## config.mk

```make
export PLATFORM = sky130hd
export DESIGN_NAME = crossbar_route_unit_flat
export DESIGN_NICKNAME = d
export VERILOG_FILES = /design/src/rtl/crossbar_pkg.sv /design/src/rtl/crossbar_route_unit_if.sv /design/src/rtl/crossbar_skid_buf.sv /design/src/rtl/crossbar_route_unit.sv /design/src/flat_wrapper.sv
export SDC_FILE = /design/constraint.sdc
export NUM_CORES = 1
export LEC_CHECK = 0
export ABC_AREA = 1
export BUFFER_PORTS_ARGS = -buffer_cell sky130_fd_sc_hd__buf_2
export CAP_MARGIN = 20
export CORE_MARGIN = 8
export CORE_UTILIZATION = 60
export CTS_CLUSTER_DIAMETER = 60
export DETAILED_ROUTE_END_ITERATION = 8
export PLACE_DENSITY = 0.89
export RECOVER_POWER = 25
export SLEW_MARGIN = 20
export SYNTH_ARGS = -nofsm -noshare
export SYNTH_HDL_FRONTEND = slang
export SYNTH_SLANG_ARGS = --single-unit
```

## constraint.sdc

```tcl
create_clock -name clk -period 8.59 [get_ports clk]
set_input_delay 0.4295 -clock clk [delete_from_list [all_inputs] [get_ports clk]]
set_output_delay 0.4295 -clock clk [all_outputs]
set_load 0.1 [all_outputs]
```

## src/rtl/crossbar_pkg.sv

```systemverilog
// Shared types and helpers for the sparse-datapath lane crossbar.
// Lane slice: bits of lane idx in a flat vector of w-bit lanes.
`ifndef XB_LANE
`define XB_LANE(vec, idx, w) vec[(idx)*(w) +: (w)]
`endif

package crossbar_pkg;
  typedef enum logic {IDLE, RUN} state_t;

  function automatic int sel_w(input int n);
    return (n < 2) ? 1 : $clog2(n);
  endfunction
endpackage

```

## src/rtl/crossbar_route_unit_if.sv

```systemverilog
// Config and stream handshakes between the operand fetch, the crossbar and the PE array.
interface crossbar_route_unit_if #(
  parameter int DW_DATA = 8,
  parameter int N_LANE  = 4,
  parameter int SEL_W   = crossbar_pkg::sel_w(N_LANE)
);
  logic                      cfg_valid;
  logic                      cfg_ready;
  logic [N_LANE*SEL_W-1:0]   cfg_sel;
  logic [N_LANE-1:0]         cfg_mask;
  logic                      cfg_bcast;
  logic                      in_valid;
  logic                      in_ready;
  logic [N_LANE*DW_DATA-1:0] in_data;
  logic                      in_last;
  logic                      out_valid;
  logic                      out_ready;
  logic [N_LANE*DW_DATA-1:0] out_data;
  logic                      out_last;

  modport slave (
    input  cfg_valid, cfg_sel, cfg_mask, cfg_bcast, in_valid, in_data, in_last, out_ready,
    output cfg_ready, in_ready, out_valid, out_data, out_last
  );
  modport master (
    output cfg_valid, cfg_sel, cfg_mask, cfg_bcast, in_valid, in_data, in_last, out_ready,
    input  cfg_ready, in_ready, out_valid, out_data, out_last
  );
endinterface

```

## src/rtl/crossbar_skid_buf.sv

```systemverilog
// Two-entry valid/ready register stage; head entry drives the output directly.
module crossbar_skid_buf #(
  parameter int W = 33
) (
  input  logic         clk,
  input  logic         reset,
  input  logic         in_valid,
  output logic         in_ready,
  input  logic [W-1:0] in_data,
  output logic         out_valid,
  input  logic         out_ready,
  output logic [W-1:0] out_data
);
  logic [1:0][W-1:0] mem;
  logic              wr_ptr, rd_ptr;
  logic [1:0]        occ;
  logic              push, pop;

  assign in_ready  = (occ != 2'd2);
  assign out_valid = (occ != 2'd0);
  assign out_data  = mem[rd_ptr];
  assign push      = in_valid && in_ready;
  assign pop       = out_valid && out_ready;

  always_ff @(posedge clk or posedge reset) begin
    if (reset) begin
      mem    <= '0;
      wr_ptr <= 1'b0;
      rd_ptr <= 1'b0;
      occ    <= 2'd0;
    end else begin
      if (push) begin
        mem[wr_ptr] <= in_data;
        wr_ptr      <= ~wr_ptr;
      end
      if (pop) rd_ptr <= ~rd_ptr;
      occ <= occ + {1'b0, push} - {1'b0, pop};
    end
  end
endmodule

```

## src/rtl/crossbar_route_unit.sv

```systemverilog
// N-lane registered crossbar: per-packet route config, routing done at input accept.
module crossbar_route_unit
  import crossbar_pkg::*;
#(
  parameter int DW_DATA = 8,
  parameter int N_LANE  = 4,
  parameter int CNT_W   = 16
) (
  input  logic                 clk,
  input  logic                 reset,
  crossbar_route_unit_if.slave bus,
  output logic [CNT_W-1:0]     beat_cnt,
  output logic                 pkt_done
);
  localparam int SEL_W  = sel_w(N_LANE);
  localparam int N_EXT  = 1 << SEL_W;
  localparam int DW_BUS = N_LANE * DW_DATA;

  state_t                          state, state_nx;
  logic [N_LANE-1:0][SEL_W-1:0]    sel_q;
  logic [N_LANE-1:0]               mask_q;
  logic                            bcast_q;
  logic [N_EXT-1:0][DW_DATA-1:0]   lane_ext;
  logic [N_LANE-1:0][DW_DATA-1:0]  routed;
  logic                            sk_ready, in_fire, cfg_fire;
  logic [DW_BUS:0]                 sk_out;

  assign bus.cfg_ready = (state == IDLE) && !reset;
  assign bus.in_ready  = (state == RUN) && sk_ready;
  assign cfg_fire      = bus.cfg_valid && bus.cfg_ready;
  assign in_fire       = bus.in_valid && bus.in_ready;
  assign pkt_done      = in_fire && bus.in_last;

  always_ff @(posedge clk or posedge reset) begin
    if (reset) state <= IDLE;
    else       state <= state_nx;
  end

  always_comb begin
    state_nx = state;
    case (state)
      IDLE:    if (cfg_fire) state_nx = RUN;
      RUN:     if (pkt_done) state_nx = IDLE;
      default: state_nx = IDLE;
    endcase
  end

  always_ff @(posedge clk or posedge reset) begin
    if (reset) begin
      sel_q   <= '0;
      mask_q  <= '0;
      bcast_q <= 1'b0;
    end else if (cfg_fire) begin
      sel_q   <= bus.cfg_sel;
      mask_q  <= bus.cfg_mask;
      bcast_q <= bus.cfg_bcast;
    end
  end

  // Pad the source table to the full select range so out-of-range selects read zero.
  for (genvar k = 0; k < N_EXT; k++) begin : g_ext
    if (k < N_LANE) begin : g_lane
      assign lane_ext[k] = `XB_LANE(bus.in_data, k, DW_DATA);
    end else begin : g_zero
      assign lane_ext[k] = '0;
    end
  end

  for (genvar j = 0; j < N_LANE; j++) begin : g_out
    assign routed[j] = mask_q[j] ? '0 : (bcast_q ? lane_ext[0] : lane_ext[sel_q[j]]);
  end

  always_ff @(posedge clk or posedge reset) begin
    if (reset) beat_cnt <= '0;
    else if (in_fire) begin
      if (bus.in_last)          beat_cnt <= '0;
      else if (beat_cnt != '1)  beat_cnt <= beat_cnt + 1'b1;
    end
  end

  crossbar_skid_buf #(.W(DW_BUS + 1)) u_skid (
    .clk       (clk),
    .reset     (reset),
    .in_valid  (bus.in_valid && (state == RUN)),
    .in_ready  (sk_ready),
    .in_data   ({bus.in_last, routed}),
    .out_valid (bus.out_valid),
    .out_ready (bus.out_ready),
    .out_data  (sk_out)
  );

  assign bus.out_data = sk_out[DW_BUS-1:0];
  assign bus.out_last = sk_out[DW_BUS];
endmodule
```

## src/flat_wrapper.sv

```systemverilog
// flat-port wrapper written by rule: the top's interface ports become plain ports
module crossbar_route_unit_flat import crossbar_pkg::*;
#(
  parameter int DW_DATA = 8,
  parameter int N_LANE  = 4,
  parameter int CNT_W   = 16
)
  (clk, reset, beat_cnt, pkt_done, bus_cfg_valid, bus_cfg_sel, bus_cfg_mask, bus_cfg_bcast, bus_in_valid, bus_in_data, bus_in_last, bus_out_ready, bus_cfg_ready, bus_in_ready, bus_out_valid, bus_out_data, bus_out_last);
  crossbar_route_unit_if #(.DW_DATA(DW_DATA), .N_LANE(N_LANE)) bus_i ();
  input  logic clk;
  input  logic reset;
  output logic [CNT_W-1:0] beat_cnt;
  output logic pkt_done;
  input wire logic [$bits(bus_i.cfg_valid)-1:0] bus_cfg_valid;
  input wire logic [$bits(bus_i.cfg_sel)-1:0] bus_cfg_sel;
  input wire logic [$bits(bus_i.cfg_mask)-1:0] bus_cfg_mask;
  input wire logic [$bits(bus_i.cfg_bcast)-1:0] bus_cfg_bcast;
  input wire logic [$bits(bus_i.in_valid)-1:0] bus_in_valid;
  input wire logic [$bits(bus_i.in_data)-1:0] bus_in_data;
  input wire logic [$bits(bus_i.in_last)-1:0] bus_in_last;
  input wire logic [$bits(bus_i.out_ready)-1:0] bus_out_ready;
  output wire logic [$bits(bus_i.cfg_ready)-1:0] bus_cfg_ready;
  output wire logic [$bits(bus_i.in_ready)-1:0] bus_in_ready;
  output wire logic [$bits(bus_i.out_valid)-1:0] bus_out_valid;
  output wire logic [$bits(bus_i.out_data)-1:0] bus_out_data;
  output wire logic [$bits(bus_i.out_last)-1:0] bus_out_last;
  assign bus_i.cfg_valid = bus_cfg_valid;
  assign bus_i.cfg_sel = bus_cfg_sel;
  assign bus_i.cfg_mask = bus_cfg_mask;
  assign bus_i.cfg_bcast = bus_cfg_bcast;
  assign bus_i.in_valid = bus_in_valid;
  assign bus_i.in_data = bus_in_data;
  assign bus_i.in_last = bus_in_last;
  assign bus_i.out_ready = bus_out_ready;
  assign bus_cfg_ready = bus_i.cfg_ready;
  assign bus_in_ready = bus_i.in_ready;
  assign bus_out_valid = bus_i.out_valid;
  assign bus_out_data = bus_i.out_data;
  assign bus_out_last = bus_i.out_last;
  crossbar_route_unit #(.DW_DATA(DW_DATA), .N_LANE(N_LANE), .CNT_W(CNT_W)) u_core (.clk(clk), .reset(reset), .bus(bus_i), .beat_cnt(beat_cnt), .pkt_done(pkt_done));
endmodule
```

# After elaboration in Yosys (flattened, before gate mapping)
# Cells that the tools add are included.
# classes
addsub,3
order_cmp,7
eq_ne,2
muxes,26
bitwise,3
n_reduce_logical,13
# op_table
op,n
33-bit 2-to-1 mux,3
8-bit 2-to-1 mux,12
66-bit bitwise mux,1
8-bit binary-select mux with 2-bit select,4
33-bit demux with 1-bit select,1
16-bit 2-to-1 mux,2
16-bit by 1-bit adder with 16-bit output (second input constant),1
16-bit inequality test (second input constant),1
2-bit by 3-bit < comparator with 1-bit output (second input constant),4
1-bit logical AND,9
1-bit by 2-bit < comparator with 1-bit output (second input constant),2
2-bit nonzero test,2
1-bit NOT,3
2-bit by 1-bit adder with 2-bit output,1
1-bit 2-to-1 mux,2
2-bit inequality test (second input constant),1
1-bit one-hot mux with 2 select lines,1
2-bit AND reduction,1
2-bit by 1-bit subtractor with 2-bit output,1
1-bit >= comparator (second input constant),1
1-bit zero test,1
# word_totals
regBits,100
input_bits,51
word_cells,67

# Longest topological paths before layout
# Gate-level depths: netlist of the first run.
# depth
ltp_word,6
ltp_mapped,10
mapped_depth_nobuf,9

# Hierarchy
# Synthesis of the first run repeated with hierarchy kept, for this count alone.
# unflattened
cells_unflattened,904
hier_area_um2,6376.1
# by_module_without_submodules
mod,instances,cells_per_inst,area_per_inst_um2
crossbar_skid_buf,1,430,3437.0
crossbar_route_unit,1,474,2939.1

# Worst setup path after synthesis of the first run
# OpenSTA, ideal clock, no wires.
# synth_timing
path_type,flip-flop to output port
startpoint,register u_core.u_skid.occ[1]
endpoint,output port pkt_done
arrival_ns,2.526
t_required_ns,8.161
setup_slack_ns,5.635
stages_incl_launch_ff,4
cell_sequence,dfrtp_1 a21boi_4 nand2_4 nor2_1
# synth_between
elab_chain_cells,4
# synth_lines
item,line,text
start: declaration,crossbar_skid_buf.sv:16,logic [1:0] occ;
start signal: assignment,crossbar_skid_buf.sv:37,"occ <= occ + {1'b0, push} - {1'b0, pop};"
2-bit inequality test,crossbar_skid_buf.sv:19,assign in_ready = (occ != 2'd2);
1-bit logical AND,crossbar_route_unit.sv:29,assign bus.in_ready = (state == RUN) && sk_ready;
named net bus_in_ready,flat_wrapper.sv:23,output wire logic [$bits(bus_i.in_ready)-1:0] bus_in_ready;
1-bit logical AND,crossbar_route_unit.sv:31,assign in_fire = bus.in_valid && bus.in_ready;
1-bit logical AND,crossbar_route_unit.sv:32,assign pkt_done = in_fire && bus.in_last;
end: declaration,flat_wrapper.sv:13,output logic pkt_done;
# The timed path passes the listed nets, and every way through them passes these cells.

==> impl_results.rst, run 1 <==
.. list-table::
   :header-rows: 1

   * - Metric
     - Value
   * - Yosys top cell area share
     - 40.4%
   * - Number of hold buffers added after cts
     - 0
   * - # Max-Cap Violations
     - 2
   * - Hold slack
     - 303 ps
   * - Pins over their slew limit
     - about 100
   * - Area post-placement
     - 0.00666 sq mm
   * - Signed area change from the synthesized netlist to the final layout
     - 10.6%
   * - TritonCTS clock tree
     - done
   * - Violations in the final reports
     - capacitance limit, slew limit
   * - # diodes
     - 0
   * - Flip-flop and latch count after synthesis
     - 100
   * - Count of buffer and inverter cells on the critical path
     - 3
   * - Routability congestion estimate
     - a little under 1
   * - # DRC
     - 0
   * - Post-Synthesis Cell Area
     - between 0.006 and 0.007 sq mm
   * - Tightest Pin Transition
     - between 3000 and 4000 ps
   * - Number of global-route vias before repair
     - 6,049
   * - Worst path arrival time
     - between 3000 and 4000 ps
   * - Mux share of post-synthesis cell area
     - 0%
   * - Final period utilization
     - roughly 47%
   * - Post-route core utilization
     - between 60% and 70%
   * - Num CTS Buffers
     - 9
   * - Setup TNS
     - 0 ps
   * - Width of the chip
     - about 120 um
   * - Post-synthesis share of cell area spent on full adders, half adders and majority gates
     - 0.404%
   * - Min Clock Period, post-route
     - 4050 ps
   * - Number of failing setup endpoints in the final timing report
     - 0
   * - Worst relative slew slack
     - -105%
   * - Yosys top cell by area
     - sky130_fd_sc_hd__dfrtp_1
   * - Synth Instances
     - 972
   * - Avg Inst Size Synth
     - 6.37 sq um
   * - Class of the most critical setup path
     - input port to async pin
   * - Kind of start point of the critical path
     - input port
   * - Initial Util
     - between 60% and 70%
   * - Violation count after the first detailed-route iteration
     - about 720
   * - Worst Clk Skew
     - 10.3 ps
   * - Simple-Gate Fraction of Synth Area
     - 48.0%
   * - Clk_lat worst skew
     - 370 ps
   * - Power density relative to cell area
     - roughly 430 mW/mm^2
   * - Largest net degree at the start of global routing
     - 60
   * - Total leakage power
     - 4.05 nW
   * - Post-synthesis compound-gate area fraction
     - 2.65%
   * - RSZ-0062 raised after global routing
     - no
   * - Total number of vias
     - 6,492
   * - Finished layout cell area
     - 0.00685 sq mm
   * - Dominant combinational cell family by area after synthesis
     - simple AND/OR/NAND/NOR gates
   * - Share of layout cells above drive strength 1
     - 13.5%
   * - HPWL after detailed placement
     - 12.7 mm
   * - Clock root buffer
     - sky130_fd_sc_hd__clkbuf_8
   * - Total track usage
     - 25.4%
   * - Net count reported at finish
     - 1,094
   * - Critical-path cell with the highest stage delay
     - sky130_fd_sc_hd__clkbuf_1
   * - Most instantiated library cell after synthesis
     - sky130_fd_sc_hd__nand2_1
   * - Post-layout worst setup margin
     - between 4000 and 5000 ps
   * - Proportion of synthesized flip-flops having asynchronous set or reset
     - 100%
   * - Sequence of cells on the critical path
     - clkbuf_1, clkinvlp_2, clkbuf_1
   * - VDD IR max
     - 0.278 mV
   * - CTS sink count
     - 100
   * - Number of resized instances in the post-cts repair step
     - 0
   * - Main synth FF type
     - sky130_fd_sc_hd__dfrtp_1
   * - Post-placement setup slack
     - 5910 ps
   * - Core region area
     - 0.0102 sq mm
   * - Total detailed-routing wirelength
     - 17.9 mm
   * - Cell variety after synth
     - 29
   * - Clock-pin slew on the worst setup and hold paths
     - about 100 ps
   * - Synthesized netlist net count
     - 1,025
   * - Number of buffers inserted to repair setup after CTS
     - 0
   * - Cell family with most CP delay
     - buffers and inverters
   * - Iteration count of the initial detailed-routing pass
     - 6
   * - DIE AREA
     - approximately 0.014 sq mm
   * - Critical path data required time
     - around 8400 ps
   * - Sequential element share of the synthesized area
     - 40.4%
   * - Final Hold Viols
     - 0
   * - Synth top area cells
     - sky130_fd_sc_hd__dfrtp_1 (40%), sky130_fd_sc_hd__nand2_1 (32%), sky130_fd_sc_hd__nand3_1 (12%)
   * - First-pass GRT wire length
     - 29.4 mm
   * - Antenna violations before repair
     - 0
   * - Register-to-register setup slack
     - 6330 ps
   * - Post-synth top cells
     - sky130_fd_sc_hd__nand2_1 (531), sky130_fd_sc_hd__nand3_1 (147), sky130_fd_sc_hd__dfrtp_1 (100), sky130_fd_sc_hd__inv_1 (46), sky130_fd_sc_hd__nor2_1 (33)
   * - Worst Setup End Kind
     - async pin
   * - Crit path top cell by count
     - sky130_fd_sc_hd__clkbuf_1
   * - Placement Rows
     - 37
   * - Xor-xnor portion of the synthesized cell area
     - 0.707%
   * - Top fanout value on the critical path
     - 59
   * - Count of input and output buffers
     - 103
   * - Avg Vias per Cell
     - 5.50
   * - H-Tree Depth
     - 3
   * - Clock tree buffer depth
     - 2
   * - Remaining global-route overflow
     - 0
   * - Number of nets with antenna violations after detailed routing
     - 0
   * - Worst hold path class
     - input port to flop
   * - Max Clock Freq
     - 0.247 GHz
   * - Number of synthesized flops with an enable pin
     - 0
   * - Top-level I/O count
     - 104
   * - Outcome
     - finished, violations left
   * - Highest cell delay on the worst timing path
     - 2250 ps
   * - Chip height
     - 118 um
   * - Yosys Warn Count
     - 0
   * - Average wire per cell in the routed design
     - between 15 and 20 um
==> registers in the layout (all words and copies together), names as in the netlist <==
register and flops:
u_core.bcast_q 1, u_core.beat_cnt 16, u_core.mask_q 4, u_core.sel_q 8, u_core.state 1, u_core.u_skid.mem 66
u_core.u_skid.occ 2, u_core.u_skid.rd_ptr 1, u_core.u_skid.wr_ptr 1
==> per-stage QoR <==
step           power (mW)  std cells
2_1_floorplan        2.28        972
3_3_place_gp         2.58       1166
3_5_place_dp         2.60       1166
4_1_cts              2.92       1181
5_1_grt              3.10       1181
6_report             2.93       1181
==> layer usage <==
layer / vias up / global-route usage [%] / part of all wire (%)
met5: - / 0 / 0
met4: 0 / 8.33 / 2.1
met2: 319 / 40.4 / 46
li1: 3156 / - / -
met3: 48 / 5.42 / 8.6
met1: 2969 / 33.8 / 43
==> path summary, 6_finish.rpt <==
kind,depth (start not counted),to,from
setup / recovery,3,u_core.u_skid.mem[3]$_DFFE_PP0P_,reset
hold / removal,3,u_core.sel_q[3]$_DFFE_PP0P_,bus_cfg_sel[3]
setup reg to reg,6,u_core.u_skid.mem[14]$_DFFE_PP0P_,u_core.u_skid.occ[1]$_DFF_PP0_
hold reg to reg,2,u_core.u_skid.mem[35]$_DFFE_PP0P_,u_core.u_skid.mem[35]$_DFFE_PP0P_
max in group clk,5,bus_out_data[2],u_core.u_skid.rd_ptr$_DFFE_PP0P_
min in group asynchronous,2,u_core.u_skid.mem[21]$_DFFE_PP0P_,reset
==> power by group <==
group / internal [mW] / switching (mW)
clock network: 0.142 / 0.173
registers: 0.649 / 0.189
logic: 0.359 / 1.42
==> worst reg2reg max path, cell delays in order, from the launching register on <==
cell and delay [ps]:
sky130_fd_sc_hd__dfrtp_1 450, sky130_fd_sc_hd__a21boi_4 200, sky130_fd_sc_hd__nand2_4 120, sky130_fd_sc_hd__nor2_4 630, sky130_fd_sc_hd__inv_2 490, sky130_fd_sc_hd__nand2_1 190
sky130_fd_sc_hd__nand2_1 60
==> cell usage in the layout (no fill, tap or decap), drive strengths merged <==
master / count
a21boi: 1
dfrtp: 100
ha: 2
nor3: 1
xnor2: 2
o21ai: 13
bufinv: 1
nand3: 148
a21oi: 13
clkinv: 11
nand4: 3
inv: 54
clkbuf: 12
xor2: 3
nor2: 36
buf: 103
o21bai: 2
nand2: 535
or2: 3
clkinvlp: 2
==> layout make-up <==
type,instances,area (sq um)
well taps,136,170
clock buffers,10,138
inverters,63,245
repair buffers,105,526
flip-flops and latches,100,2500
fillers,995,3340
clock inverters,5,60.1
multi-input cells,762,3210
==> kinds of logic after synthesis <==
| logic type | count (synthesis) |
|---|---|
| adder cells (fa/ha/maj) | 2 |
| AO/OA/AOI/OAI | 29 |
| buffers and inverters | 110 |
| XOR/XNOR | 5 |
| AND/OR/NAND/NOR | 726 |
| flip-flops | 100 |
(Power assumes the default switching activity.)
==> run 2: changes to the inputs <==
--- a/config.mk
+++ b/config.mk
@@ -5,14 +5,14 @@
 export SDC_FILE = /design/constraint.sdc
 export NUM_CORES = 1
 export LEC_CHECK = 0
-export ABC_AREA = 1
+export ABC_AREA = 0
 export BUFFER_PORTS_ARGS = -buffer_cell sky130_fd_sc_hd__buf_2
 export CAP_MARGIN = 20
 export CORE_MARGIN = 8
-export CORE_UTILIZATION = 60
+export CORE_UTILIZATION = 51
 export CTS_CLUSTER_DIAMETER = 60
 export DETAILED_ROUTE_END_ITERATION = 8
-export PLACE_DENSITY = 0.89
+export PLACE_DENSITY = 0.82
 export RECOVER_POWER = 25
 export SLEW_MARGIN = 20
 export SYNTH_ARGS = -nofsm -noshare
==> constraint.sdc (replaced) <==
create_clock -name clk -period 3.6 [get_ports clk]
set_input_delay 0.18 -clock clk [delete_from_list [all_inputs] [get_ports clk]]
set_output_delay 0.18 -clock clk [all_outputs]
set_load 0.1 [all_outputs]
==> impl_results.rst, run 2 <==
.. list-table::
   :header-rows: 1

   * - Metric
     - Value
   * - Filler Cells Inserted
     - around 910
   * - Average wire per cell in the routed design
     - 20.9 um
   * - Main synth FF type
     - sky130_fd_sc_hd__dfrtp_1
   * - Avg Vias per Cell
     - about 6.1
   * - Total detailed-routing wirelength
     - 14.3 mm
   * - Setup TNS
     - 0 ps
   * - Kind of start point of the critical path
     - flop
   * - Routability congestion estimate
     - 0.848
   * - Worst relative slew slack
     - approximately 29%
   * - Sequence of cells on the critical path
     - ha_1, nand4_2, nor4_4, o41a_1, o21ai_1
   * - Multi-input gate area in the final layout
     - ~0.0031 sq mm
   * - Cell family with most CP delay
     - simple AND/OR/NAND/NOR gates
   * - Clock tree buffer depth
     - 2
   * - Most common library cell in the layout ignoring fill and taps
     - sky130_fd_sc_hd__buf_2
   * - Clk_lat worst skew
     - 350 ps
   * - Count of buffer and inverter cells on the critical path
     - 0
   * - Highest-count cells in the layout ignoring fill and taps
     - sky130_fd_sc_hd__buf_2 (102), sky130_fd_sc_hd__mux2_2 (101), sky130_fd_sc_hd__dfrtp_1 (100)
   * - Number of hold buffers added after cts
     - 0
   * - Width of the chip
     - 123 um
   * - Biggest register
     - u_core.u_skid.mem
   * - Num CTS Buffers
     - 9
   * - Top fanout value on the critical path
     - 16
   * - Top-level I/O count
     - around 100
   * - DIE AREA
     - 0.0152 sq mm
   * - Placement Rows
     - 39
   * - Yosys top cell by area
     - sky130_fd_sc_hd__dfrtp_1
   * - Largest register FFs
     - between 60 and 70
   * - Chip height
     - 123 um
   * - Count of input and output buffers
     - ~100
   * - Area occupied by registers
     - about 0.0025 sq mm
   * - Most instantiated library cell after synthesis
     - sky130_fd_sc_hd__mux2_2
   * - Antenna violations before repair
     - 0
   * - # DRC
     - 0
   * - Proportion of synthesized flip-flops having asynchronous set or reset
     - 100%
   * - Worst path arrival time
     - 2570 ps
   * - Min Clock Period, post-route
     - about 2300 ps
   * - Number of buffers inserted to repair setup after CTS
     - 0
   * - Yosys Warn Count
     - 0
   * - Number of nets with antenna violations after detailed routing
     - 0
   * - Critical-path cell with the highest stage delay
     - sky130_fd_sc_hd__nor4_4
   * - # Max-Cap Violations
     - 0
   * - H-Tree Depth
     - 3
   * - Outcome
     - finished, final reports clean
   * - Total number of vias
     - 4,200
   * - Post-Synthesis Cell Area
     - 0.00585 sq mm
   * - Synthesized netlist net count
     - 507
   * - Flip-flop and latch count after synthesis
     - 100
   * - Max Clock Freq
     - 0.427 GHz
   * - Core region area
     - between 0.01 and 0.015 sq mm
   * - Number of synthesized flops with an enable pin
     - 0
   * - Cell variety after synth
     - 40
   * - Initial Util
     - 51.7%
   * - HPWL after detailed placement
     - 10.3 mm
   * - RSZ-0062 raised after global routing
     - no
   * - Class of the most critical setup path
     - flop to flop
   * - Remaining global-route overflow
     - 0
   * - Clock root buffer
     - sky130_fd_sc_hd__clkbuf_16
   * - Sequential element share of the synthesized area
     - 42.8%
   * - Post-synth top cells
     - sky130_fd_sc_hd__mux2_2 (101), sky130_fd_sc_hd__dfrtp_1 (100), sky130_fd_sc_hd__nor2_1 (37), sky130_fd_sc_hd__mux2i_1 (33), sky130_fd_sc_hd__mux4_2 (32)
   * - Worst Clk Skew
     - 8.64 ps
   * - Final Hold Viols
     - 0
   * - Pins over their slew limit
     - 0
   * - Worst R2R Path Depth
     - 5
   * - Critical path data required time
     - 3830 ps
   * - Number of global-route vias before repair
     - between 4,000 and 5,000
   * - Number of resized instances in the post-cts repair step
     - 0
   * - First-pass GRT wire length
     - 22.8 mm
   * - Net count reported at finish
     - slightly below 600
   * - Total track usage
     - 19.4%
   * - Largest net degree at the start of global routing
     - 81
   * - Iteration count of the initial detailed-routing pass
     - 4
   * - Signed area change from the synthesized netlist to the final layout
     - 14.7%
   * - TritonCTS clock tree
     - done
   * - Number of cells on the critical path
     - 5
   * - Synth top area cells
     - sky130_fd_sc_hd__dfrtp_1 (43%), sky130_fd_sc_hd__mux2_2 (19%), sky130_fd_sc_hd__mux4_2 (12%)
   * - Clock-pin slew on the worst setup and hold paths
     - approximately 70 ps
   * - CTS sink count
     - 100
   * - Share of layout cells above drive strength 1
     - 48.5%
   * - Worst hold path class
     - input port to async pin
   * - Yosys top cell area share
     - between 40% and 50%
   * - Number of failing setup endpoints in the final timing report
     - 0
   * - Final period utilization
     - between 60% and 70%
   * - Violation count after the first detailed-route iteration
     - between 300 and 400
   * - Avg Inst Size Synth
     - between 10 and 15 sq um
   * - Worst Setup End Kind
     - flop
   * - Tightest Pin Transition
     - between 1000 and 1500 ps
   * - Highest cell delay on the worst timing path
     - 850 ps
   * - Largest registers
     - u_core.u_skid.mem x66, u_core.beat_cnt x16, u_core.sel_q x8
   * - Synth Instances
     - 454
-- run 2: metal layers --
metal / vias up / GRT usage (%) / wire [um]
met3: 27 / 4.47 / 886
met4: 0 / 7.60 / 307
met5: - / 0 / 0
met1: 2152 / 23.4 / 5780
met2: 132 / 33.0 / 7370
li1: 1889 / - / -
-- run 2: cell families after synthesis --
kind of cell,Yosys count,share of synthesized area [%]
compound gates,46,5.65
xor+xnor,4,0.599
fa+ha+maj,2,0.428
buf+inv,43,3.55
flops,100,42.8
mux,177,39.5
simple gates,82,7.47
-- run 2: path summary, 6_finish.rpt --
path	slack (ps)	endpoint	startpoint
worst max-delay path	1260	u_core.beat_cnt[4]$_DFFE_PP0P_	u_core.beat_cnt[0]$_DFFE_PP0P_
worst max register to register	1260	u_core.beat_cnt[4]$_DFFE_PP0P_	u_core.beat_cnt[0]$_DFFE_PP0P_
max in group asynchronous	2850	u_core.beat_cnt[5]$_DFFE_PP0P_	reset
worst min-delay path	2	u_core.u_skid.mem[18]$_DFFE_PP0P_	reset
worst min register to register	500	u_core.u_skid.mem[62]$_DFFE_PP0P_	u_core.u_skid.mem[62]$_DFFE_PP0P_
min in group clk	50	u_core.sel_q[1]$_DFFE_PP0P_	bus_cfg_sel[1]
-- run 2: final cells by class --
cell class	count	share of cell area, %
diodes	1	0.0373
clock buffers	12	3.67
clock inverters	4	0.727
inverters	5	0.354
multi-input cells	311	46.8
flip-flops and latches	100	37.3
well taps	143	2.67
repair buffers	110	8.45
-- run 2: worst register-to-register path: stages (launching register included) --
cell and delay, ps:
sky130_fd_sc_hd__dfrtp_1 470, sky130_fd_sc_hd__ha_1 380, sky130_fd_sc_hd__nand4_2 220, sky130_fd_sc_hd__nor4_4 850, sky130_fd_sc_hd__o41a_1 240, sky130_fd_sc_hd__o21ai_1 60
-- run 2: metrics by stage --
stage	util (%)	area, sq um	hold slack, ps	instances	worst slack (ps)
after global routing	59.2	6710	52.8	685	1100
after global placement	56.6	6410	396	669	1400
after CTS	59.2	6710	42.4	685	1280
after detailed placement	56.6	6410	403	669	1300
final	59.3	6710	2.11	686	1260
after floorplan	-	5850	315	454	765
Power of run 2 is left out: the tool's default activity adds up to more than one toggle a clock period on the data nets, which glitch-free logic cannot reach.
